### config.mk
export PLATFORM = sky130hd
export DESIGN_NAME = newspaper_dispatch
export DESIGN_NICKNAME = d
export VERILOG_FILES = /design/src/rtl/newspaper_pkg.sv /design/src/rtl/newspaper_rr_arb.sv /design/src/rtl/newspaper_dispatch.sv
export SDC_FILE = /design/constraint.sdc
export NUM_CORES = 1
export LEC_CHECK = 0
export ABC_AREA = 1
export CORE_AREA = 2 2 73 75
export DETAILED_ROUTE_END_ITERATION = 10
export DIE_AREA = 0 0 75 77
export PLACE_DENSITY_LB_ADDON = 0.3
export SLEW_MARGIN = 10
export SYNTH_ARGS = -nofsm -noshare
export SYNTH_HDL_FRONTEND = slang
export SYNTH_SLANG_ARGS = --single-unit
### constraint.sdc
create_clock -name clk -period 1.5 [get_ports clk]
set_input_delay 0.3 -clock clk [delete_from_list [all_inputs] [get_ports clk]]
set_output_delay 0.3 -clock clk [all_outputs]
set_load 0.1 [all_outputs]
### src/rtl/newspaper_pkg.sv
// Shared types and constants for the newspaper dispatch controller.
package newspaper_pkg;

   typedef enum logic [1:0] {
      IDLE  = 2'd0,
      WAIT  = 2'd1,
      FAULT = 2'd2
   } state_e;

   localparam logic COIN_5  = 1'b0;
   localparam logic COIN_10 = 1'b1;

   localparam int unsigned UNIT_W = 3;

endpackage

### src/rtl/newspaper_rr_arb.sv
// Round-robin arbiter: picks the first requester after last_i, wrapping around.
module newspaper_rr_arb #(
   parameter int unsigned STATIONS = 2
) (
   input  logic [STATIONS-1:0] req_i,
   input  logic [1:0]          last_i,
   output logic [STATIONS-1:0] grant_o,
   output logic [1:0]          idx_o
);

   // First pass covers stations above last_i, second pass wraps to the rest.
   always_comb begin
      logic found;
      found   = 1'b0;
      grant_o = '0;
      idx_o   = '0;
      for (int unsigned j = 0; j < STATIONS; j++) begin
         if (!found && req_i[j] && (j > 32'(last_i))) begin
            found      = 1'b1;
            grant_o[j] = 1'b1;
            idx_o      = 2'(j);
         end
      end
      for (int unsigned j = 0; j < STATIONS; j++) begin
         if (!found && req_i[j] && (j <= 32'(last_i))) begin
            found      = 1'b1;
            grant_o[j] = 1'b1;
            idx_o      = 2'(j);
         end
      end
   end

endmodule

### src/rtl/newspaper_dispatch.sv
// Multi-station coin controller sharing one newspaper dispenser over req/ack,
// with stock tracking, change/refund payout and dispenser timeout detection.
module newspaper_dispatch
   import newspaper_pkg::*;
#(
   parameter int unsigned STATIONS = 2,
   parameter int unsigned PRICE    = 3,
   parameter int unsigned STOCK_W  = 6,
   parameter int unsigned TIMEOUT  = 15
) (
   input  logic                       clk,
   input  logic                       rstn,
   input  logic [STATIONS-1:0]        coin_valid,
   input  logic [STATIONS-1:0]        coin,
   output logic [STATIONS-1:0]        coin_return,
   output logic [STATIONS-1:0]        newspaper,
   output logic [STATIONS-1:0]        change_valid,
   output logic [UNIT_W*STATIONS-1:0] change_units,
   output logic                       disp_req,
   output logic [1:0]                 disp_id,
   input  logic                       disp_ack,
   input  logic                       stock_load,
   input  logic [STOCK_W-1:0]         stock_value,
   output logic [STOCK_W-1:0]         stock,
   output logic                       sold_out,
   output logic                       fault,
   input  logic                       fault_clr
);

   localparam int unsigned       TW      = $clog2(TIMEOUT + 1);
   localparam logic [UNIT_W-1:0] PRICE_U = UNIT_W'(PRICE);

   state_e                     state_q, state_d;
   logic [STOCK_W-1:0]         stock_q, stock_d;
   logic [1:0]                 last_q, last_d;
   logic [1:0]                 disp_id_q, disp_id_d;
   logic [TW-1:0]              timer_q, timer_d;
   logic [STATIONS-1:0]        newspaper_q, newspaper_d;
   logic [STATIONS-1:0]        change_valid_q, change_valid_d;
   logic [UNIT_W*STATIONS-1:0] change_units_q, change_units_d;

   logic [UNIT_W*STATIONS-1:0] credit_all;
   logic [STATIONS-1:0]        pending;
   logic [STATIONS-1:0]        clr;
   logic [STATIONS-1:0]        arb_grant;
   logic [1:0]                 arb_idx;
   logic                       arb_valid;

   assign sold_out = (stock_q == '0);

   for (genvar i = 0; i < STATIONS; i++) begin : g_st
      logic [UNIT_W-1:0] credit_q, credit_d, add;
      logic              pend_q, pend_d, ret_q, ret_d, accept;

      always_comb begin
         accept   = coin_valid[i] && !pend_q && !sold_out && (state_q != FAULT);
         add      = UNIT_W'(1);
         unique case (coin[i])
            COIN_5:  add = UNIT_W'(1);
            COIN_10: add = UNIT_W'(2);
            default: add = UNIT_W'(1);
         endcase
         credit_d = credit_q;
         pend_d   = pend_q;
         ret_d    = coin_valid[i] && !accept;
         // clr only ever targets a pending station, which cannot accept a coin
         if (clr[i]) begin
            credit_d = '0;
            pend_d   = 1'b0;
         end else if (accept) begin
            credit_d = credit_q + add;
            pend_d   = (credit_d >= PRICE_U);
         end
      end

      always_ff @(posedge clk or negedge rstn) begin
         if (!rstn) begin
            credit_q <= '0;
            pend_q   <= 1'b0;
            ret_q    <= 1'b0;
         end else begin
            credit_q <= credit_d;
            pend_q   <= pend_d;
            ret_q    <= ret_d;
         end
      end

      assign credit_all[UNIT_W*i +: UNIT_W] = credit_q;
      assign pending[i]                     = pend_q;
      assign coin_return[i]                 = ret_q;
   end

   newspaper_rr_arb #(
      .STATIONS (STATIONS)
   ) u_arb (
      .req_i   (pending),
      .last_i  (last_q),
      .grant_o (arb_grant),
      .idx_o   (arb_idx)
   );

   assign arb_valid = |arb_grant;

   always_comb begin
      logic found;
      found          = 1'b0;
      state_d        = state_q;
      stock_d        = stock_q;
      last_d         = last_q;
      disp_id_d      = disp_id_q;
      timer_d        = timer_q;
      clr            = '0;
      newspaper_d    = '0;
      change_valid_d = '0;
      change_units_d = '0;
      unique case (state_q)
         IDLE: begin
            if (stock_load) stock_d = stock_value;
            if (!sold_out && arb_valid) begin
               state_d   = WAIT;
               disp_id_d = arb_idx;
               timer_d   = '0;
            end else if (sold_out) begin
               // Refund the lowest-index pending station, one per cycle.
               for (int unsigned j = 0; j < STATIONS; j++) begin
                  if (!found && pending[j]) begin
                     found             = 1'b1;
                     clr[j]            = 1'b1;
                     change_valid_d[j] = 1'b1;
                     change_units_d[UNIT_W*j +: UNIT_W] = credit_all[UNIT_W*j +: UNIT_W];
                  end
               end
            end
         end
         WAIT: begin
            if (disp_ack) begin
               state_d = IDLE;
               stock_d = stock_q - STOCK_W'(1);
               last_d  = disp_id_q;
               for (int unsigned j = 0; j < STATIONS; j++) begin
                  if (32'(disp_id_q) == j) begin
                     clr[j]         = 1'b1;
                     newspaper_d[j] = 1'b1;
                     if (credit_all[UNIT_W*j +: UNIT_W] > PRICE_U) begin
                        change_valid_d[j] = 1'b1;
                        change_units_d[UNIT_W*j +: UNIT_W] =
                           credit_all[UNIT_W*j +: UNIT_W] - PRICE_U;
                     end
                  end
               end
            end else if (timer_q == TW'(TIMEOUT - 1)) begin
               state_d = FAULT;
            end else begin
               timer_d = timer_q + TW'(1);
            end
         end
         FAULT: begin
            if (fault_clr) state_d = IDLE;
         end
         default: state_d = IDLE;
      endcase
   end

   always_ff @(posedge clk or negedge rstn) begin
      if (!rstn) begin
         state_q        <= IDLE;
         stock_q        <= '0;
         last_q         <= '0;
         disp_id_q      <= '0;
         timer_q        <= '0;
         newspaper_q    <= '0;
         change_valid_q <= '0;
         change_units_q <= '0;
      end else begin
         state_q        <= state_d;
         stock_q        <= stock_d;
         last_q         <= last_d;
         disp_id_q      <= disp_id_d;
         timer_q        <= timer_d;
         newspaper_q    <= newspaper_d;
         change_valid_q <= change_valid_d;
         change_units_q <= change_units_d;
      end
   end

   assign disp_req     = (state_q == WAIT);
   assign disp_id      = disp_req ? disp_id_q : 2'd0;
   assign fault        = (state_q == FAULT);
   assign stock        = stock_q;
   assign newspaper    = newspaper_q;
   assign change_valid = change_valid_q;
   assign change_units = change_units_q;

endmodule

After elaboration in Yosys (flattened, before gate mapping) --
Cells that the tools add are included.
Word-level totals: bits in registers 36, bits of input ports 15, word-level logic and storage cells 132, output and inout bits 23
Operators by class: add/subtract/negate cells 6, reduce and logical (&&, ||, !) cells 34, equal/unequal tests 12, bitwise gates (word level) 2, $lt $le $gt $ge 6, muxes and demuxes 58
Operators with widths (count):
- 3-bit 2-to-1 mux | 10
- 6-bit 2-to-1 mux | 5
- 2-bit 2-to-1 mux | 12
- 6-bit case mux with 2 select lines | 2
- 1-bit 2-to-1 mux | 20
- 1-bit logical AND | 14
- 4-bit 2-to-1 mux | 3
- 3-bit case mux with 2 select lines | 2
- 2-bit inequality test (second input constant) | 5
- 1-bit logical NOT | 8
- 2-bit case mux with 2 select lines | 2
- 4-bit case mux with 2 select lines | 1
- 3-bit adder | 2
- 3-bit by 2-bit greater-or-equal comparator with 1-bit output (second input constant) | 2
- 3-bit by 2-bit > comparator with 1-bit output (second input constant) | 2
- 6-bit logical NOT | 1
- 2-bit case mux with 3 select lines | 1
- 3-bit AND reduction | 2
- 2-bit nonzero test | 3
- 3-bit by 2-bit subtractor with 3-bit output (second input constant) | 2
- 6-bit by 1-bit subtractor with 6-bit output (second input constant) | 1
- 4-bit by 1-bit adder with 4-bit output (second input constant) | 1
- 2-bit by 1-bit == test with 1-bit output (second input constant) | 2
- 4-bit == test (second input constant) | 1
- 10 further kinds | 14

Depth between registers and ports, before layout --
depth after elaboration 21, depth in mapped cells 9, mapped depth without buffers 9

Hierarchy --
Synthesis repeated with hierarchy kept, for this count alone.
Second synthesis, totals: cell total of the unflattened synthesis 273, area total of the unflattened synthesis 2068.2 µm²
Modules (own cells, without submodules):
- newspaper_dispatch | sequential area each 900.9 µm², instances 1, cells an instance 261, area an instance 2018.2 µm²
- newspaper_rr_arb | sequential area each 0.0 µm², instances 1, cells an instance 12, area an instance 50.0 µm²

Worst setup path before layout --
No wires, ideal clock.
path kind flip-flop to flip-flop, start register state_q[1], end register g_st[0].credit_q[1], data arrival time 2.271 ns, data required time 1.383 ns, stages on the path, launching flop included 8, path buffers 0, library setup time 0.117 ns, slack -0.889 ns, period minus slack after synthesis 2.389 ns, path through dfrtp_1 inv_1 nor2_1 nor2_1 nand2_1 inv_1 nand3_1 nand2_1
Between the ends: longest elaborated chain between the ends 3, elaborated cells between the ends (all ways) 7, those cells by class eq/ne (2); mux (2); reduce/logical (3)
RTL lines:
- start: declaration | line newspaper_dispatch.sv:33 | state_e state_q, state_d;
- start signal: assignment | line newspaper_dispatch.sv:175 | state_q <= state_d;
- 2-bit by 1-bit == test with 1-bit output, or another cell as far along | line newspaper_dispatch.sv:116 | unique case (state_q)
- 2-bit case mux with 2 select lines / 1-bit logical AND (equally long branches) | line newspaper_dispatch.sv:116, newspaper_dispatch.sv:56
- 3-bit 2-to-1 mux / 2-bit nonzero test (equally long branches)
- end signal: assignment | line newspaper_dispatch.sv:82 | credit_q <= credit_d;
- end: declaration | line newspaper_dispatch.sv:52 | logic [UNIT_W-1:0] credit_q, credit_d, add;
Parallel ways exist; a longest one is shown, timed or not. A chain may end at the register's enable or synchronous reset.

Worst setup path after layout --
start register stock_q[1] (netlist: stock[1]), end output sold_out
Between the ends: longest elaborated chain between the ends 1
RTL lines:
- start: declaration | line newspaper_dispatch.sv:34 | logic [STOCK_W-1:0] stock_q, stock_d;
- start signal: assignment | line newspaper_dispatch.sv:176 | stock_q <= stock_d;
- 6-bit logical NOT | line newspaper_dispatch.sv:49 | assign sold_out = (stock_q == '0);
- end: declaration | line newspaper_dispatch.sv:25 | output logic sold_out,
Every way passes these cells.

==> impl_metrics.yaml <==
outcome:
  status: "complete, but fails checks"
  violations: "setup timing"
cts:
  clkSinkCount: 34
  clkLatencyLatePin_ns: 0.29
  clk_transition_reported_paths_ns: 0.07
  library_cell_used_as_clock_root_buffer: "sky130_fd_sc_hd__clkbuf_8"
  clock_path_buffers: 2
  cts_tree: "yes"
  numCtsBuffers: 5
  cts_htree_levels: 2
synthesis:
  synth_seq_area_share_pct: 43.5
  synth_nets: 280
  synth.lib_cells_used.distinct: 24
  syn-instance-count: 253
  yosysWarnings: 0
  syn_area_mm2: 0.00195
  ys_seq_elements: 34
  synth_area_per_cell_um2: 7.72
sta:
  rsz0062_at_grt: "true"
  final_critical_path_setup_slack_ns: -0.154
  final.min_clock_period_ns: 1.65
  setup-tns-final_ns: -0.154
  skew_ns: 0.00584
  report.final.hold_viol_count: 0
  fmaxAchievable_ghz: 0.605
  fin_crit_sh_pct: 110
  report.final.setup_viol: 1
  final-max-slew-violation-count: 0
pwr:
  leakage_nw: 1.55
  internal_power_mw: 3.51
  worst_supply_voltage_drop_on_vdd_uv: 1220
  power_frac_seq_pct: 21.9
  switching_power_mw: 3.64
  clkPwrFrac_pct: 9.1
  power_per_cell_area_mw_per_mm2: 2280
  power.share.switching_pct: 51.0
  share_of_power_burned_in_combinational_logic_pct: 69.0
final_layout:
  antenna_cells: 0
  areaGrowthSynthToFinish_pct: 60.2
  drive_gt1_share_pct: 34.8
  finalNetCount: 354
place:
  gpl.final_weighted_congestion: 0.857
  port_buffers: 36
  post-dp-hpwl_mm: 3.34
  dp_worst_setup_slack_ns: -0.404
drt:
  drt_first_iter_violations: 94
  drtAntennaViolNets: 0
  drtPass1Iterations: 5
  routed_wirelength_mm: 4.70
  detail_route.vias_per_cell: 4.75
  vias: 1892
  drcViolationCount: 0
  avgRoutedWirePerCell_um: 11.8
floorplanning:
  placement_rows: 26
  initial_core_util_pct: 39.3
  pin_count: 38
  placeableCoreArea_mm2: 0.00498
  die_x_extent_um: 75
  die-area_mm2: 0.00578
  die_height_um: 77
critical_path:
  critPathKind: "reg -> out"
  setup.worst_path.start_class: "register"
  reg2reg_setup_slack_ns: 0.01
  critPathCapture: "sold_out"
  critPathArrivalTime_ns: 1.35
  critical_path.startpoint: "stock[1]$_DFFE_PN0P_"
  endpoint_kind: "primary output"
  r2r.worst_path.cells: 8
  crit-reg2reg-capture: "g_st[1].credit_q[2]$_DFFE_PN0P_"
  worst_r2r_src: "stock[1]$_DFFE_PN0P_"
  worstPathRequired_ns: 1.20
  cp_max_fo: 2
flow_run:
  cap_violations: 0
global_route:
  overflow: 0
  antenna_found_initial: 0
  grt_pass1_wl_mm: 7.76
  first_global_vias: 1739
  globalRouteTotalUtil_pct: 17.2
  largest_net_degree_at_the_start_of_global_routing: 35
min_path:
  hold_path.class: "in -> async"
-- power by group through the flow --
stage / Combinational (mW) / Sequential [mW] / Clock, mW
finish: 4.93 / 1.57 / 0.651
global route: 5.31 / 1.61 / 0.708
CTS: 4.80 / 1.55 / 0.673
detailed placement: 4.56 / 1.55 / 0
global placement: 4.48 / 1.54 / 0
floorplan: 2.03 / 2.43 / 0
-- what timing repair did --
action,in CTS,in global routing
pin swaps,8,8
endpoints found under the setup margin,9,22
hold buffers,0,0
setup buffers,9,4
gates resized for setup,19,16
cloned,0,1
-- critical path, cell delays in order (launching register included) --
cell and delay, ns:
sky130_fd_sc_hd__dfrtp_4 0.49, sky130_fd_sc_hd__inv_4 0.07, sky130_fd_sc_hd__ha_4 0.13, sky130_fd_sc_hd__nand3_4 0.12, sky130_fd_sc_hd__inv_12 0.08, sky130_fd_sc_hd__buf_12 0.16
-- sequential cells by signal, indices dropped and copies added (netlist names) --
| signal | count |
|---|---|
| stock | 6 |
| g_st.ret_q | 2 |
| g_st.credit_q | 6 |
| disp_id_q | 1 |
| change_valid | 2 |
| state_q | 2 |
| newspaper | 2 |
| change_units | 6 |
| g_st.pend_q | 2 |
| last_q | 1 |
| timer_q | 4 |
-- routing by layer --
| metal | GRT usage (%) | share of wire, % | vias to the layer above |
|---|---|---|---|
| met5 | 0 | 0 | - |
| met4 | 4.29 | 1.0 | 0 |
| met3 | 4.20 | 5.7 | 6 |
| met2 | 26.5 | 48 | 55 |
| met1 | 24.1 | 45 | 883 |
| li1 | - | - | 948 |
-- layout by cell type (no fill, tap or decap), types with 8 or more instances in the layout --
cell and count:
sky130_fd_sc_hd__nor2_1 16, sky130_fd_sc_hd__inv_2 9, sky130_fd_sc_hd__nand4_1 8, sky130_fd_sc_hd__buf_12 24, sky130_fd_sc_hd__buf_4 31, sky130_fd_sc_hd__inv_1 31, sky130_fd_sc_hd__o21ai_0 12, sky130_fd_sc_hd__nand2_1 60
sky130_fd_sc_hd__nand3_1 23, sky130_fd_sc_hd__clkdlybuf4s50_1 12, sky130_fd_sc_hd__dfrtp_1 27
-- how the worst min path moves through the flow --
stage	from	endpoint	slack [ns]	depth (start not counted)
2_1_floorplan	rstn	change_units[0]$_DFF_PN0_	0.004	0
3_3_place_gp	disp_id_q[0]$_DFFE_PN0P_	disp_id_q[0]$_DFFE_PN0P_	0.54	2
3_5_place_dp	last_q[0]$_DFFE_PN0P_	last_q[0]$_DFFE_PN0P_	0.55	2
4_1_cts	rstn	change_units[2]$_DFF_PN0_	0.39	2
5_1_grt	rstn	change_units[1]$_DFF_PN0_	0.41	2
6_report	rstn	change_units[2]$_DFF_PN0_	0.38	2
-- per-stage QoR --
stage / total power [mW] / hold WS, ns / area (um2) / std cells / utilization [%]
after floorplan: 4.46 / 0.00441 / 2050 / 253 / -
final: 7.15 / 0.381 / 3130 / 398 / 62.9
after CTS: 7.03 / 0.391 / 3080 / 395 / 61.8
after global routing: 7.63 / 0.408 / 3130 / 398 / 62.9
after detailed placement: 6.11 / 0.547 / 2890 / 378 / 58.0
after global placement: 6.02 / 0.537 / 2890 / 378 / 58.0
-- kinds of logic (layout without fill, tap and decap cells) --
kind of cell / after synthesis / after routing / synth area share, %
other cells: 1 / 1 / 0.192
buf+inv: 48 / 122 / 9.99
xor+xnor: 2 / 2 / 0.896
simple gates: 131 / 131 / 29.6
flops: 34 / 34 / 43.5
compound gates: 25 / 26 / 7.30
fa+ha+maj: 12 / 12 / 8.45
-- cell type report --
type,count,area (um2)
clock inverters,2,10.0
fillers,406,1850
inverters,44,185
flip-flops and latches,34,870
multi-input cells,172,1040
clock buffers,6,72.6
repair buffers,70,862
well taps,70,87.6
-- Yosys cell counts --
| library cell | instances | share of area (%) |
|---|---|---|
| sky130_fd_sc_hd__xnor2_1 | 2 | 0.90 |
| sky130_fd_sc_hd__nand2_2 | 2 | 0.64 |
| sky130_fd_sc_hd__o21ai_0 | 16 | 4.1 |
| sky130_fd_sc_hd__fa_1 | 2 | 2.0 |
| sky130_fd_sc_hd__nand2_1 | 66 | 13 |
| sky130_fd_sc_hd__nor2_2 | 2 | 0.64 |
| sky130_fd_sc_hd__o211ai_1 | 2 | 0.77 |
| sky130_fd_sc_hd__buf_4 | 4 | 1.5 |
| sky130_fd_sc_hd__ha_1 | 10 | 6.4 |
| sky130_fd_sc_hd__nand3_1 | 23 | 5.9 |
| sky130_fd_sc_hd__nand3_2 | 1 | 0.51 |
| sky130_fd_sc_hd__nand4_1 | 8 | 2.6 |
| sky130_fd_sc_hd__nor2_1 | 24 | 4.6 |
| sky130_fd_sc_hd__or2_2 | 3 | 0.96 |
| sky130_fd_sc_hd__o21ai_4 | 1 | 0.83 |
| sky130_fd_sc_hd__a21oi_1 | 4 | 1.0 |
| sky130_fd_sc_hd__nand3_4 | 1 | 0.90 |
| sky130_fd_sc_hd__nor3_1 | 1 | 0.26 |
| sky130_fd_sc_hd__o22ai_1 | 1 | 0.32 |
| sky130_fd_sc_hd__dfrtp_1 | 34 | 44 |
| sky130_fd_sc_hd__o21ai_1 | 1 | 0.26 |
| sky130_fd_sc_hd__inv_2 | 3 | 0.58 |
| sky130_fd_sc_hd__inv_1 | 41 | 7.9 |
| sky130_fd_sc_hd__conb_1 | 1 | 0.19 |
(Power assumes the default switching activity.)
